### src/rtl/pin_mux_seq_pkg.sv
// Shared types and helpers for the pad multiplexer and its mode-change sequencer.
package pin_mux_pkg;

    typedef enum logic [1:0] {
        S_IDLE   = 2'd0,
        S_GUARD  = 2'd1,
        S_COMMIT = 2'd2
    } state_t;

    localparam int unsigned GPIO_SRC = 0;

    // Bit position of alternate source s (s >= 1), pad p, in the packed alt vectors.
    function automatic int unsigned alt_idx(input int unsigned s, input int unsigned p,
                                            input int unsigned pins);
        return (s - 1) * pins + p;
    endfunction

endpackage

### src/rtl/pin_mux_seq_if.sv
// Mode-change request handshake between a configuration master and the pin mux.
interface pin_mux_seq_if #(
    parameter int unsigned PINS     = 32,
    parameter int unsigned SRC_BITS = 2
);
    localparam int unsigned PW = (PINS > 1) ? $clog2(PINS) : 1;

    logic                iCFG_WE;
    logic [PW-1:0]       iCFG_PIN;
    logic [SRC_BITS-1:0] iCFG_MSEL;
    logic                oCFG_READY;

    modport master (
        output iCFG_WE,
        output iCFG_PIN,
        output iCFG_MSEL,
        input  oCFG_READY
    );

    modport slave (
        input  iCFG_WE,
        input  iCFG_PIN,
        input  iCFG_MSEL,
        output oCFG_READY
    );

endinterface

### src/rtl/pin_mux_seq_sync.sv
// Single-pad input synchroniser with registered rising/falling edge detection.
module pin_sync #(
    parameter int unsigned SYNC_STAGES = 2
) (
    input  logic i_clk,
    input  logic i_rst,
    input  logic i_pin,
    output logic o_pin,
    output logic o_rise,
    output logic o_fall
);

    logic [SYNC_STAGES-1:0] r_sync;
    logic                   r_prev;

    // r_prev sits outside the chain so a pad high at reset release yields one rise pulse.
    always_ff @(posedge i_clk) begin
        if (i_rst) begin
            r_sync <= '0;
            r_prev <= 1'b0;
        end else begin
            r_sync <= {r_sync[SYNC_STAGES-2:0], i_pin};
            r_prev <= r_sync[SYNC_STAGES-1];
        end
    end

    assign o_pin  = r_sync[SYNC_STAGES-1];
    assign o_rise = o_pin & ~r_prev;
    assign o_fall = ~o_pin & r_prev;

endmodule

### src/rtl/pin_mux_seq.sv
// Registered per-pad source multiplexer with break-before-make mode changes
// and synchronised, edge-detected pad inputs.
module pin_mux_seq
    import pin_mux_pkg::*;
#(
    parameter int unsigned PINS        = 32,
    parameter int unsigned SRC_BITS    = 2,
    parameter int unsigned GUARD       = 4,
    parameter int unsigned SYNC_STAGES = 2
) (
    input  logic                                  iCLK,
    input  logic                                  iRESET,
    pin_mux_seq_if.slave                          cfg,
    input  logic [PINS-1:0]                       iGPIO_OUT,
    input  logic [PINS-1:0]                       iGPIO_DIR,
    input  logic [((1 << SRC_BITS) - 1)*PINS-1:0] iALT_OUT,
    input  logic [((1 << SRC_BITS) - 1)*PINS-1:0] iALT_OE,
    input  logic [PINS-1:0]                       iPIN_IN,
    output logic [PINS-1:0]                       oPIN_OUT,
    output logic [PINS-1:0]                       oPIN_OE,
    output logic [PINS-1:0]                       oPIN_IN,
    output logic [PINS-1:0]                       oPIN_RISE,
    output logic [PINS-1:0]                       oPIN_FALL,
    output logic [PINS*SRC_BITS-1:0]              oMSEL
);

    localparam int unsigned NSRC = 1 << SRC_BITS;
    localparam int unsigned PW   = (PINS > 1) ? $clog2(PINS) : 1;
    localparam int unsigned CW   = (GUARD > 1) ? $clog2(GUARD) : 1;
    localparam logic [CW-1:0] GUARD_INIT = CW'(GUARD - 1);

    state_t                             r_state;
    state_t                             w_next;
    logic [CW-1:0]                      r_cnt;
    logic [PW-1:0]                      r_pin;
    logic [SRC_BITS-1:0]                r_new_msel;
    logic [PINS-1:0][SRC_BITS-1:0]      r_msel;
    logic [PINS-1:0]                    r_pin_oe;
    logic [PINS-1:0]                    r_pin_out;

    logic                               w_in_range;
    logic [SRC_BITS-1:0]                w_cur_msel;
    logic                               w_accept;
    logic                               w_load;
    logic                               w_commit;
    logic                               w_force;
    logic [NSRC-1:0][PINS-1:0]          w_src_oe;
    logic [NSRC-1:0][PINS-1:0]          w_src_out;
    logic [PINS-1:0]                    w_oe;
    logic [PINS-1:0]                    w_out;

    // Request qualification: in-range pad whose mode actually changes.
    assign w_in_range = 32'(cfg.iCFG_PIN) < PINS;
    assign w_cur_msel = w_in_range ? r_msel[cfg.iCFG_PIN] : '0;
    assign w_accept   = cfg.iCFG_WE && w_in_range && (cfg.iCFG_MSEL != w_cur_msel);

    always_ff @(posedge iCLK) begin
        if (iRESET) begin
            r_state <= S_IDLE;
        end else begin
            r_state <= w_next;
        end
    end

    always_comb begin
        w_next = r_state;
        case (r_state)
            S_IDLE:   if (w_accept) w_next = S_GUARD;
            S_GUARD:  if (r_cnt == '0) w_next = S_COMMIT;
            S_COMMIT: w_next = S_IDLE;
            default:  w_next = S_IDLE;
        endcase
    end

    always_comb begin
        cfg.oCFG_READY = (r_state == S_IDLE);
        w_force        = (r_state != S_IDLE);
        w_load         = (r_state == S_IDLE) && w_accept;
        w_commit       = (r_state == S_COMMIT);
    end

    always_ff @(posedge iCLK) begin
        if (iRESET) begin
            r_cnt      <= '0;
            r_pin      <= '0;
            r_new_msel <= '0;
            r_msel     <= '0;
        end else begin
            if (w_load) begin
                r_cnt      <= GUARD_INIT;
                r_pin      <= cfg.iCFG_PIN;
                r_new_msel <= cfg.iCFG_MSEL;
            end else if (r_state == S_GUARD) begin
                r_cnt <= r_cnt - 1'b1;
            end
            if (w_commit) begin
                r_msel[r_pin] <= r_new_msel;
            end
        end
    end

    // Source table: GPIO occupies slot 0 so every pad reduces to one indexed select.
    assign w_src_oe[GPIO_SRC]  = iGPIO_DIR;
    assign w_src_out[GPIO_SRC] = iGPIO_OUT;

    for (genvar s = 1; s < NSRC; s++) begin : g_src
        assign w_src_oe[s]  = iALT_OE[alt_idx(s, 0, PINS) +: PINS];
        assign w_src_out[s] = iALT_OUT[alt_idx(s, 0, PINS) +: PINS];
    end

    for (genvar p = 0; p < PINS; p++) begin : g_pad
        logic w_hold;
        assign w_hold   = w_force && (r_pin == PW'(p));
        assign w_oe[p]  = w_src_oe[r_msel[p]][p] & ~w_hold;
        assign w_out[p] = w_src_out[r_msel[p]][p] & w_oe[p];
    end

    always_ff @(posedge iCLK) begin
        if (iRESET) begin
            r_pin_oe  <= '0;
            r_pin_out <= '0;
        end else begin
            r_pin_oe  <= w_oe;
            r_pin_out <= w_out;
        end
    end

    assign oPIN_OE  = r_pin_oe;
    assign oPIN_OUT = r_pin_out;
    assign oMSEL    = r_msel;

    for (genvar g = 0; g < PINS; g++) begin : g_sync
        pin_sync #(
            .SYNC_STAGES(SYNC_STAGES)
        ) u_sync (
            .i_clk (iCLK),
            .i_rst (iRESET),
            .i_pin (iPIN_IN[g]),
            .o_pin (oPIN_IN[g]),
            .o_rise(oPIN_RISE[g]),
            .o_fall(oPIN_FALL[g])
        );
    end

endmodule

### src/flat_wrapper.sv
// flat-port wrapper written by rule: the top's interface ports become plain ports
module pin_mux_seq_flat import pin_mux_pkg::*;
#(
    parameter int unsigned PINS        = 32,
    parameter int unsigned SRC_BITS    = 2,
    parameter int unsigned GUARD       = 4,
    parameter int unsigned SYNC_STAGES = 2
)
  (iCLK, iRESET, iGPIO_OUT, iGPIO_DIR, iALT_OUT, iALT_OE, iPIN_IN, oPIN_OUT, oPIN_OE, oPIN_IN, oPIN_RISE, oPIN_FALL, oMSEL, cfg_iCFG_WE, cfg_iCFG_PIN, cfg_iCFG_MSEL, cfg_oCFG_READY);
  pin_mux_seq_if #(.PINS(PINS), .SRC_BITS(SRC_BITS)) cfg_i ();
  input  logic iCLK;
  input  logic iRESET;
  input  logic [PINS-1:0] iGPIO_OUT;
  input  logic [PINS-1:0] iGPIO_DIR;
  input  logic [((1 << SRC_BITS) - 1)*PINS-1:0] iALT_OUT;
  input  logic [((1 << SRC_BITS) - 1)*PINS-1:0] iALT_OE;
  input  logic [PINS-1:0] iPIN_IN;
  output logic [PINS-1:0] oPIN_OUT;
  output logic [PINS-1:0] oPIN_OE;
  output logic [PINS-1:0] oPIN_IN;
  output logic [PINS-1:0] oPIN_RISE;
  output logic [PINS-1:0] oPIN_FALL;
  output logic [PINS*SRC_BITS-1:0] oMSEL;
  input wire logic [$bits(cfg_i.iCFG_WE)-1:0] cfg_iCFG_WE;
  input wire logic [$bits(cfg_i.iCFG_PIN)-1:0] cfg_iCFG_PIN;
  input wire logic [$bits(cfg_i.iCFG_MSEL)-1:0] cfg_iCFG_MSEL;
  output wire logic [$bits(cfg_i.oCFG_READY)-1:0] cfg_oCFG_READY;
  assign cfg_i.iCFG_WE = cfg_iCFG_WE;
  assign cfg_i.iCFG_PIN = cfg_iCFG_PIN;
  assign cfg_i.iCFG_MSEL = cfg_iCFG_MSEL;
  assign cfg_oCFG_READY = cfg_i.oCFG_READY;
  pin_mux_seq #(.PINS(PINS), .SRC_BITS(SRC_BITS), .GUARD(GUARD), .SYNC_STAGES(SYNC_STAGES)) u_core (.iCLK(iCLK), .iRESET(iRESET), .cfg(cfg_i), .iGPIO_OUT(iGPIO_OUT), .iGPIO_DIR(iGPIO_DIR), .iALT_OUT(iALT_OUT), .iALT_OE(iALT_OE), .iPIN_IN(iPIN_IN), .oPIN_OUT(oPIN_OUT), .oPIN_OE(oPIN_OE), .oPIN_IN(oPIN_IN), .oPIN_RISE(oPIN_RISE), .oPIN_FALL(oPIN_FALL), .oMSEL(oMSEL));
endmodule
### config.mk
export PLATFORM = sky130hd
export DESIGN_NAME = pin_mux_seq_flat
export DESIGN_NICKNAME = d
export VERILOG_FILES = /design/src/rtl/pin_mux_seq_pkg.sv /design/src/rtl/pin_mux_seq_if.sv /design/src/rtl/pin_mux_seq_sync.sv /design/src/rtl/pin_mux_seq.sv /design/src/flat_wrapper.sv
export SDC_FILE = /design/constraint.sdc
export NUM_CORES = 1
export LEC_CHECK = 0
export ABC_AREA = 1
export CAP_MARGIN = 20
export CORE_AREA = 2 2 201 203
export CTS_BUF_LIST = sky130_fd_sc_hd__clkbuf_16
export DETAILED_ROUTE_END_ITERATION = 8
export DIE_AREA = 0 0 203 205
export SLEW_MARGIN = 20
export SYNTH_ARGS = -nofsm -noshare
export SYNTH_HDL_FRONTEND = slang
export SYNTH_HIERARCHICAL = 1
export SYNTH_SLANG_ARGS = --single-unit
### constraint.sdc
create_clock -name iCLK -period 2.07 [get_ports iCLK]
set_clock_uncertainty 0.15 [all_clocks]
set_input_delay 0.5175 -clock iCLK [delete_from_list [all_inputs] [get_ports iCLK]]
set_output_delay 0.5175 -clock iCLK [all_outputs]
set_load 0.005 [all_outputs]
# Word-level counts from Yosys, hierarchy flattened
# Cells that the tools add are included.
# op_classes
eq_ne	36
bitwise	224
n_reduce_logical	41
mux	138
add_sub_neg	1
n_lt_le_gt_ge	35
# ops
op	n
32-bit binary-select mux with 2-bit select	64
1-bit bitwise AND	128
2-bit by 3-bit less-than comparator with 1-bit output (second input constant)	32
1-bit inverter	96
5-bit equality test (second input constant)	16
64-bit bitwise mux	1
32-bit 2-to-1 mux	2
31-bit 2-to-1 mux	2
30-bit 2-to-1 mux	2
29-bit 2-to-1 mux	2
28-bit 2-to-1 mux	2
27-bit 2-to-1 mux	2
26-bit 2-to-1 mux	2
25-bit 2-to-1 mux	2
24-bit 2-to-1 mux	2
23-bit 2-to-1 mux	2
22-bit 2-to-1 mux	2
21-bit 2-to-1 mux	2
5-bit by 4-bit equality test with 1-bit output (second input constant)	8
20-bit 2-to-1 mux	2
19-bit 2-to-1 mux	2
18-bit 2-to-1 mux	2
1-bit logical AND	35
17-bit 2-to-1 mux	2
other kinds (33)	63
# word_totals
ff_bits	235
word_cells	577
inputBits	298
out_inout_bits	225

# Longest topological paths before layout
# logic_depth
depth_word	6
depth_mapped	17
ltp_nobuf	15

# Hierarchy
# The synthesis kept the hierarchy.
# by_module_without_submodules
mod	area_each_um2	seq_area_each_um2	cells_per_inst	instances
pin_mux_seq	7272.0	2782.7	1106	1
pin_sync	93.8	60.1	12	32

# Least setup slack after synthesis
# Ideal clock, no wire load.
# synth_path
kind	input port to flip-flop
startpoint	input port cfg_iCFG_PIN[0]
endpoint	register u_core.r_new_msel[1]
path_buffers	2
path_stages	16
setup_ns	0.113
t_arrival_ns	1.668
required_time_ns	1.807
slack_ns	0.139
cell_sequence	buf_6 -> inv_4 -> buf_6 -> nand2_1 -> nand3_1 -> nand3_1 -> nand2_1 -> nand2_1 -> nand3_1 -> nand2_1 -> nand2_1 -> nand2_2 -> nor2_2 -> nor2_4 -> nor2_1 -> nor2_1
# synth_between
elab_chain_cells	5
# synth_rtl
element	line_no	source
start: declaration	flat_wrapper.sv:25	input wire logic [$bits(cfg_i.iCFG_PIN)-1:0] cfg_iCFG_PIN;
2-bit binary-select mux with 5-bit select	pin_mux_seq.sv:54	assign w_cur_msel = w_in_range ? r_msel[cfg.iCFG_PIN] : '0;
2-bit 2-to-1 mux (implied by the code)	pin_mux_seq.sv:54	
2-bit inequality test	pin_mux_seq.sv:55	assign w_accept = cfg.iCFG_WE && w_in_range && (cfg.iCFG_MSEL != w_cur_msel);
1-bit logical AND	pin_mux_seq.sv:55	
1-bit logical AND	pin_mux_seq.sv:78	w_load = (r_state == S_IDLE) && w_accept;
end signal: assignment	pin_mux_seq.sv:92	r_new_msel <= cfg.iCFG_MSEL;
end: declaration	pin_mux_seq.sv:36	logic [SRC_BITS-1:0] r_new_msel;
# Every way passes these cells. The select of a mux whose other input is x is not followed.
# A chain may end at the register's enable or synchronous reset.

# Worst setup path after layout
# layout_path
startpoint	register u_core.r_pin_oe[6] (netlist: u_core/oPIN_OE[6])
endpoint	output port oPIN_OE[6]
# layout_lines
element	line_no	source
start: declaration	pin_mux_seq.sv:38	logic [PINS-1:0] r_pin_oe;
start signal: assignment	pin_mux_seq.sv:123	r_pin_oe <= w_oe;
end: declaration	flat_wrapper.sv:19	output logic [PINS-1:0] oPIN_OE;
# No word-level cell between the ends.

==> flow_summary_export.csv <==
group,metric,value,unit
clocking,clock_sinks,235,
sta,slew_headroom,0.611,
place,gp_congestion,0.913,
final_layout,syn_to_final_growth,74.0,%
worst_setup_path,rr_worst_depth,14,
synth,ys_seq_area_frac,0.458,
sta,fin_crit_sh,0.979,
floorplanning,num_rows,73,
final_layout,fin_area,17900,um^2
floorplanning,fp.dieW,203,um
worst_setup_path,end_kind,"primary output",
hold_path,hp-class,"in -> reg",
worst_setup_path,slowest_delay,0.51,ns
sta,fin_crit,2.03,ns
worst_setup_path,timing.critical_path.max_delay_family,"buffers and inverters",
worst_setup_path,worstSetupPathDepth,1,
synth,synth_top_area_cell,"dfxtp_1",
power,power_switching,2.88,mW
synth,syn_inst,1490,
clocking,cts_inserted_buffers,28,
worst_setup_path,crit_chain,"clkdlybuf4s50_1",
sta,rsz0062_at_grt,"no",
place,placed_area,16500,um^2
global_routing,antenna_found_initial,2,
power,pwr-share-seq,0.412,
synth,netlist_area,10300,um^2
worst_setup_path,cp_max_fo,1,
place,port_buffers,522,
drt,ant_nets,0,
drt,via_count,12171,
final_layout,nNetsFinal,2397,
drt,totalWireLength,47900,um
drt,avgViaCountPerCell,4.60,
power,p_leak,8.30,nW
power,power,11.5,mW
clocking,insertion_delay,0.55,ns
sta,setup_viol,0,
floorplanning,start_util,0.261,
synth,syn-num-nets,1789,
power,max-vdd-ir-drop,0.406,mV
power,combPwrFrac,0.151,
synth,ys_ff_latch,235,
power,swShare,0.251,
synth,synth_top_area_frac,0.458,
synth,async_reset_ff_frac,0,
place,dpl.hpwl,36900,um
global_routing,grt_pass1_wl,69400,um
status,status,"finished clean",
sta,slew_viol_final,0,
floorplanning,dieArea,41600,um^2
hold_path,hold_depth,2,
worst_setup_path,critical_path_arrival,1.36,ns
worst_setup_path,worstSetupPathType,"reg -> out",
worst_setup_path,reg2reg_from,"u_core/oMSEL[10]$_SDFFE_PP0P_",
worst_setup_path,r2r-end,"u_core/r_new_msel[0]$_SDFFE_PP0P_",
power,internal-power,8.58,mW
hold_path,min_to,"u_core/g_sync[3].u_sync/r_prev$_SDFF_PP0_",
drt,drcViolationCount,0,
drt,first_iter_violations,576,
floorplanning,dieHeight,205,um
clocking,clk_path_buf_depth,3,
synth,synthDistinctLibCells,28,
drt,wl_per_cell,18.1,um
worst_setup_path,crit_buf_inv,1,
floorplanning,io_pins,523,
sta,max_freq,494,MHz
clocking,tritoncts,"yes",
global_routing,grt_pass1_vias,11828,
clocking,clockRootBuffer,"clkbuf_16",
power,power_frac_clock,0.437,
job,drv_cap,0,
worst_setup_path,slowest_stage,"clkdlybuf4s50_1",
final_layout,utilization,0.454,
sta,final.setup.tns,0,ns
sta,tightest_slew,0.584,ns
power,p_per_area,641,nW/um^2
drt,firstDrtPassIters,5,
synth,ys.flop_type,"dfxtp_1",
clocking,h-tree-depth,1,
global_routing,grt_max_degree,88,
synth,ys_warn_count,6,
hold_path,hp-start,"iRESET",
sta,finalHoldViolCount,0,
synth,synthTopCellsByArea,"dfxtp_1, nor2_1, inv_1, o21ai_0, nand2_1",
worst_setup_path,cp.required,1.40,ns
synth,synth_enable_flop_cells,0,
global_routing,gr-total-overflow,0,
clocking,path_clk_slew,0.06,ns
final_layout,layout-drive-gt1-share,0.127,
worst_setup_path,critPathLaunchType,"flip-flop",
synth,avgSynthCellArea,6.90,um^2
floorplanning,placeableCoreArea,39400,um^2
worst_setup_path,reg2reg_slack,0.20,ns
sta,hold_ws,0.126,ns
global_routing,grtUsageTotal,0.219,
-- per-stage QoR --
step,std cells,setup WS (ns)
final,2644,0.0437
after detailed placement,2559,-0.575
after global routing,2644,0.00176
after floorplan,1490,0.139
after CTS,2639,0.000646
after global placement,2559,-0.559
-- worst max path at each step --
stage / endpoint / slack, ns / startpoint
6_report: oPIN_OE[6] / 0.04 / u_core/oPIN_OE[6]$_SDFF_PP0_
5_1_grt: oPIN_RISE[25] / 0.002 / u_core/g_sync[25].u_sync/r_sync[1]$_SDFF_PP0_
4_1_cts: oPIN_IN[22] / 0.0006 / u_core/g_sync[22].u_sync/r_sync[1]$_SDFF_PP0_
2_1_floorplan: u_core/r_new_msel[1]$_SDFFE_PP0P_ / 0.14 / cfg_iCFG_PIN[0]
3_3_place_gp: u_core/r_new_msel[1]$_SDFFE_PP0P_ / -0.56 / cfg_iCFG_PIN[1]
3_5_place_dp: u_core/r_new_msel[1]$_SDFFE_PP0P_ / -0.57 / cfg_iCFG_PIN[1]
-- sequential cells by signal, summed over array words and instances, names as in the netlist --
| register | cells |
|---|---|
| u_core/g_sync.u_sync/r_prev | 32 |
| u_core/r_state | 2 |
| u_core/r_new_msel | 2 |
| u_core/oPIN_OE | 32 |
| u_core/r_pin | 5 |
| u_core/g_sync.u_sync/r_sync | 64 |
| u_core/r_cnt | 2 |
| u_core/oPIN_OUT | 32 |
| u_core/oMSEL | 64 |
-- logic make-up after synthesis --
family | after synthesis | synth area share
flops | 235 | 0.458
compound gates | 271 | 0.151
xor+xnor | 1 | 0.000853
simple gates | 740 | 0.294
fa+ha+maj | 1 | 0.00122
buf+inv | 242 | 0.0946
-- placed cells by master (no fill, tap or decap), types with 2 or more instances in the layout --
cell               n
o32ai_1           40
clkbuf_16         30
buf_4             85
a21oi_1           61
clkbuf_2           2
dlygate4sd2_1    171
o22ai_1           12
nand3_1           98
a211oi_1          12
inv_1            200
dfxtp_2           40
clkinv_2           5
clkinvlp_4         5
o21ai_0          144
dfxtp_4           59
nor3b_1           20
nand2_1          174
inv_2              3
nor2_2             9
clkinv_1           6
bufinv_16          4
nor2_1           420
nor3_1             6
o31ai_1            2
dfxtp_1          136
buf_12             7
nor2_4             8
clkdlybuf4s50_1  316
clkdlybuf4s15_1    3
nand3_2            2
dlymetal6s2s_1    25
buf_2              4
-- Yosys cell counts (3+ instances only) --
cell type and count:
nor2_1 434, dfxtp_1 235, inv_1 199, nand2_1 174, o21ai_0 144, nand3_1 98, a21oi_1 61, o32ai_1 40
clkbuf_1 27, nor3b_1 20, a211oi_1 12, o22ai_1 12, buf_6 6, nor3_1 6, buf_4 3
-- power by group through the flow --
stage / clock network, mW / registers [mW] / logic (mW)
3_3_place_gp: 0 / 4.90 / 1.77
3_5_place_dp: 0 / 4.90 / 1.78
5_1_grt: 5.37 / 4.75 / 1.89
6_report: 5.01 / 4.73 / 1.73
4_1_cts: 5.18 / 4.73 / 1.74
2_1_floorplan: 0 / 4.87 / 0.570
-- metal layers --
metal	GRT usage	wire [um]
met4	0.0594	1050
met3	0.0452	3110
met2	0.406	24200
met5	0	13
met1	0.255	19600
-- area by class of cell --
type	count	area, um^2
clock buffer	29	726
inverter	204	785
timing repair inverter	1	7.51
fill	4043	21500
clock inverter	21	206
multi-input combinational	1013	4670
timing repair buffer	615	5850
sequential	235	4980
antenna	1	2.50
tap	525	657
-- repair_timing --
action | in CTS | in global routing
buffers inserted | 30 | 2
resized for setup | 363 | 40
pin swaps | 5 | 3
setup endpoints to repair | 181 | 43
gates cloned | 0 | 2
hold buffers | 0 | 0
No activity file was read; power rests on OpenSTA's default activity.
